File: config.mk
export PLATFORM = sky130hd
export DESIGN_NAME = hamming_secded_corrector
export DESIGN_NICKNAME = d
export VERILOG_FILES = /design/src/rtl/hamming_secded_corrector.sv
export SDC_FILE = /design/constraint.sdc
export NUM_CORES = 1
export LEC_CHECK = 0
export CAP_MARGIN = 10
export CORE_UTILIZATION = 40
export DETAILED_ROUTE_END_ITERATION = 8
export PLACE_DENSITY_LB_ADDON = 0.1
export SLEW_MARGIN = 20
export SYNTH_ARGS = -nofsm -noshare
export SYNTH_HDL_FRONTEND = slang
export SYNTH_SLANG_ARGS = --single-unit
File: constraint.sdc
create_clock -name clk -period 2.9 [get_ports clk]
set_clock_uncertainty 0.2 [all_clocks]
set_input_delay 0.725 -clock clk [delete_from_list [all_inputs] [get_ports clk]]
set_output_delay 0.725 -clock clk [all_outputs]
set_load 0.01 [all_outputs]
File: src/rtl/hamming_secded_corrector.sv
// hamming_secded_corrector: single registered stage that corrects (8,4) SECDED codewords
// with valid/ready on both sides. Optional saturating error counters: HAMMING_ERR_COUNTERS_EN.
module hamming_secded_corrector #(
    parameter int CNT_W = 8
) (
    input  logic             clk,
    input  logic             rst,
    input  logic             in_valid,
    output logic             in_ready,
    input  logic [7:0]       in_cw,
    input  logic [2:0]       in_syn,
    input  logic             in_ov,
    output logic             out_valid,
    input  logic             out_ready,
    output logic [3:0]       out_data,
    output logic [7:0]       out_cw,
    output logic             err_single,
    output logic             err_double,
    output logic [2:0]       err_pos,
    input  logic             cnt_clr,
    output logic [CNT_W-1:0] corr_cnt,
    output logic [CNT_W-1:0] uncorr_cnt
);

    logic       w_accept;
    logic       w_single;
    logic       w_double;
    logic [7:0] w_flip;
    logic [7:0] w_cw_fix;

    logic       r_valid;
    logic [7:0] r_cw;
    logic       r_single;
    logic       r_double;
    logic [2:0] r_pos;

    assign in_ready = !r_valid || out_ready;
    assign w_accept = in_valid && in_ready;

    // Odd overall parity means exactly one flip; syn then names it (0 selects p0 itself).
    assign w_single = in_ov;
    assign w_double = !in_ov && (in_syn != 3'd0);
    assign w_flip   = 8'd1 << in_syn;
    assign w_cw_fix = w_single ? (in_cw ^ w_flip) : in_cw;

    // NOTE: sequential state uses non-blocking assignments so every flop samples pre-edge values.
    always_ff @(posedge clk) begin
        if (rst) begin
            r_valid  <= 1'b0;
            r_cw     <= 8'd0;
            r_single <= 1'b0;
            r_double <= 1'b0;
            r_pos    <= 3'd0;
        end else if (w_accept) begin
            r_valid  <= 1'b1;
            r_cw     <= w_cw_fix;
            r_single <= w_single;
            r_double <= w_double;
            r_pos    <= w_single ? in_syn : 3'd0;
        end else if (out_ready) begin
            r_valid  <= 1'b0;
        end
    end

    assign out_valid  = r_valid;
    assign out_cw     = r_cw;
    assign out_data   = {r_cw[7], r_cw[6], r_cw[5], r_cw[3]};
    assign err_single = r_single;
    assign err_double = r_double;
    assign err_pos    = r_pos;

`ifdef HAMMING_ERR_COUNTERS_EN
    localparam logic [CNT_W-1:0] CNT_MAX = '1;

    logic [CNT_W-1:0] r_corr_cnt;
    logic [CNT_W-1:0] r_uncorr_cnt;

    // Clear wins over a same-cycle increment; counts stick at all-ones.
    always_ff @(posedge clk) begin
        if (rst || cnt_clr) begin
            r_corr_cnt   <= '0;
            r_uncorr_cnt <= '0;
        end else if (w_accept) begin
            if (w_single && (r_corr_cnt != CNT_MAX)) begin
                r_corr_cnt <= r_corr_cnt + 1'b1;
            end
            if (w_double && (r_uncorr_cnt != CNT_MAX)) begin
                r_uncorr_cnt <= r_uncorr_cnt + 1'b1;
            end
        end
    end

    assign corr_cnt   = r_corr_cnt;
    assign uncorr_cnt = r_uncorr_cnt;
`else
    logic w_unused_cnt_clr;

    assign w_unused_cnt_clr = cnt_clr;
    assign corr_cnt         = '0;
    assign uncorr_cnt       = '0;
`endif

endmodule

==> flow_summary.yaml, run 1 <==
clock_tree:
  cts_buffer_depth: 2
  htree_levels: 1
  clk_pin_slew_ns: 0.08
  clk_latency_ns: 0.27
  cts_tree: "yes"
  cts_root_buffer: "clkbuf_4"
  cts_sinks: 14
  post_cts_buffers: 0
  cts-buffers-inserted: 3
placed_design:
  place_area_um2: 1110
  dp_hpwl_um: 1204
  port_buffers: 34
  dpl_worst_slack_ns: 0.03697
  place_congestion: 0.7060
critical_path:
  arrival_ns: 1.89
  r2r_cells: 3
  crit_type: "in2out"
  reg2reg_slack_ns: 1.47
  start_kind: "input port"
  critPathRequiredTime_ns: 1.98
  worst-path-max-fanout: 8
  r2r-end: "out_cw[6]$_SDFFE_PP0P_"
  reg2reg_from: "out_valid$_SDFFE_PP0P_"
  end_kind: "output pin"
grt:
  met2_usage_pct: 23.84
  antenna_found_initial: 0
  grt_overflow: 0
  grt_pass1_wl_um: 2766
  met3_usage_pct: 1.258
  grt_usage_pct: 15.15
  busiest_layer: "met2"
  grt_max_degree: 15
  gr-usage-met1_pct: 18.58
  grt_pass1_vias: 641
synth:
  postSynthCellCount: 95
  yosysSeqAreaShare_pct: 32.14
  ys_ff_latch: 14
  syn_avg_cell_area_um2: 9.180
  synth_area_um2: 872.1
  synth.yosys.warnings: 0
  yosysUniqueCellTypes: 22
final_layout:
  num_antenna_cells: 0
  nNetsFinal: 141
  drive_gt1_share_pct: 8.943
  final_util_pct: 57.50
  syn_to_final_growth_pct: 31.99
  final_cell_area_um2: 1151
floorplan:
  die_h_um: 48.69
  coreArea_um2: 2002
  die-area_um2: 2371
  die_width_um: 48.69
  std_cell_rows: 16
  start_util_pct: 43.56
  ios: 52
run_status:
  status: "completed"
sta:
  tns_ns: 0
  period_needed_ns: 2.818
  setup_viol: 0
  drv_slew: 0
  fmax_mhz: 354.9
  hold_viol_final: 0
  min_period_over_period_pct: 97.16
  worst_pin_slew_ns: 0.6107
  relSlewSlack_pct: 59.14
  worst_slack_ns: 0.08245
  whs_ns: 0.2789
  grt_setup_unrepaired: "no"
routing:
  drc_errors: 0
  wire_per_inst_um: 11.03
  via_count: 726
  antenna_left: 0
  via_per_inst: 4.840
  first_pass_iters: 4
  drtIter0Drc: 13
  wl_um: 1655
power:
  ir_drop_mv: 0.2268
  leakage_uw: 0.0004277
  power_density_nw_per_um2: 418.7
min_path:
  hold_path_end: "err_single$_SDFFE_PP0P_"
  min_path_type: "reg2reg"
  min_from: "err_single$_SDFFE_PP0P_"
  min_path_cells: 2
flow_run:
  maxCapViolations: 0
==> cells by family (layout without fill, tap and decap cells) <==
logic type | Yosys count | count (layout) | synth area share [%]
buffers and inverters | 29 | 42 | 24.68
AOI/OAI and AO/OA | 27 | 27 | 18.36
and+or+nand+nor | 16 | 16 | 16.36
DFF | 14 | 14 | 32.14
xor gates and xnor gates | 8 | 8 | 8.034
other | 1 | 16 | 0.4300
==> metrics by stage <==
stage          instances  total power (uW)
2_1_floorplan        110             304.8
3_3_place_gp         146             343.8
3_5_place_dp         146             345.3
4_1_cts              150             488.6
5_1_grt              150             509.2
6_report             150             481.9
==> where the power goes <==
group	total [uW]	switching, uW	leakage, uW	internal (uW)
clock network	140	64.2	0.0000210	76.3
logic	128	60.0	0.000291	68.4
registers	213	7.50	0.000116	205
==> registers in the layout, indices dropped and copies added (netlist names) <==
register and cells:
err_single 1, out_cw 8, err_pos 3, out_valid 1, err_double 1
==> worst max-delay path by stage <==
stage / slack, ns / to / from / cells past startpoint
floorplan: 0.80 / in_ready / out_ready / 3
global placement: 0.04 / in_ready / out_ready / 4
detailed placement: 0.04 / in_ready / out_ready / 4
CTS: 0.03 / in_ready / out_ready / 4
global route: 0.02 / in_ready / out_ready / 4
finish: 0.08 / in_ready / out_ready / 4
==> placed cells by master (no fill, tap or decap), drive strengths merged <==
| master | count |
|---|---|
| nand4 | 4 |
| nor4b | 1 |
| xnor2 | 4 |
| nor2 | 1 |
| nand4b | 3 |
| nor3 | 1 |
| a21oi | 14 |
| inv | 2 |
| conb | 16 |
| or4 | 1 |
| and4bb | 3 |
| nand3 | 1 |
| buf | 2 |
| dfxtp | 14 |
| nor2b | 1 |
| xor2 | 4 |
| clkdlybuf4s50 | 34 |
| o21ai | 5 |
| a211oi | 8 |
| clkbuf | 4 |
==> layout make-up <==
| class | instances | area, um^2 |
|---|---|---|
| Fill cell | 185 | 850.8 |
| Multi-Input combinational cell | 67 | 437.9 |
| Timing Repair Buffer | 36 | 355.3 |
| Sequential cell | 14 | 280.3 |
| Clock buffer | 4 | 36.28 |
| Tap cell | 27 | 33.78 |
| Inverter | 2 | 7.507 |
==> metal layers <==
layer  wire length (um)  up-vias
met4                 19        0
met5                  0        -
met2                831       34
li1                   -      362
met1                729      328
met3                 75        2
==> Yosys cell counts <==
library cell,n,area share [%]
nor2b_2,1,1.0
or4_1,1,0.86
clkbuf_1,2,0.86
dfxtp_1,14,32
nor2_1,1,0.43
inv_2,2,0.86
a211oi_1,7,6.0
buf_2,1,0.57
xnor2_1,4,4.0
buf_6,4,5.2
nor4b_4,1,2.7
xor2_1,4,4.0
a211oi_2,1,1.4
buf_4,20,17
nand3_1,1,0.57
nand4_1,4,2.9
nand4b_1,3,3.0
nor3_1,1,0.57
a21oi_1,14,8.0
conb_1,1,0.43
o21ai_0,5,2.9
and4bb_1,3,4.3
==> what timing repair did <==
action	CTS	global route
gates resized for setup	0	1
hold buffers	0	0
setup endpoints to repair	0	1
==> worst max-delay path, stage by stage <==
cell and delay (ns):
clkdlybuf4s50_1 0.44, nor2b_4 0.20, inv_2 0.05, clkdlybuf4s50_1 0.47
No activity file was read; power rests on OpenSTA's default activity.
==> inputs of run 2 (changes only) <==
Settings changed: HOLD_SLACK_MARGIN set to 0.15, SKIP_CTS_REPAIR_TIMING set to 1.
==> results of run 2 <==
Same layout as run 1: the final DEF is identical, and so are final timing and power.
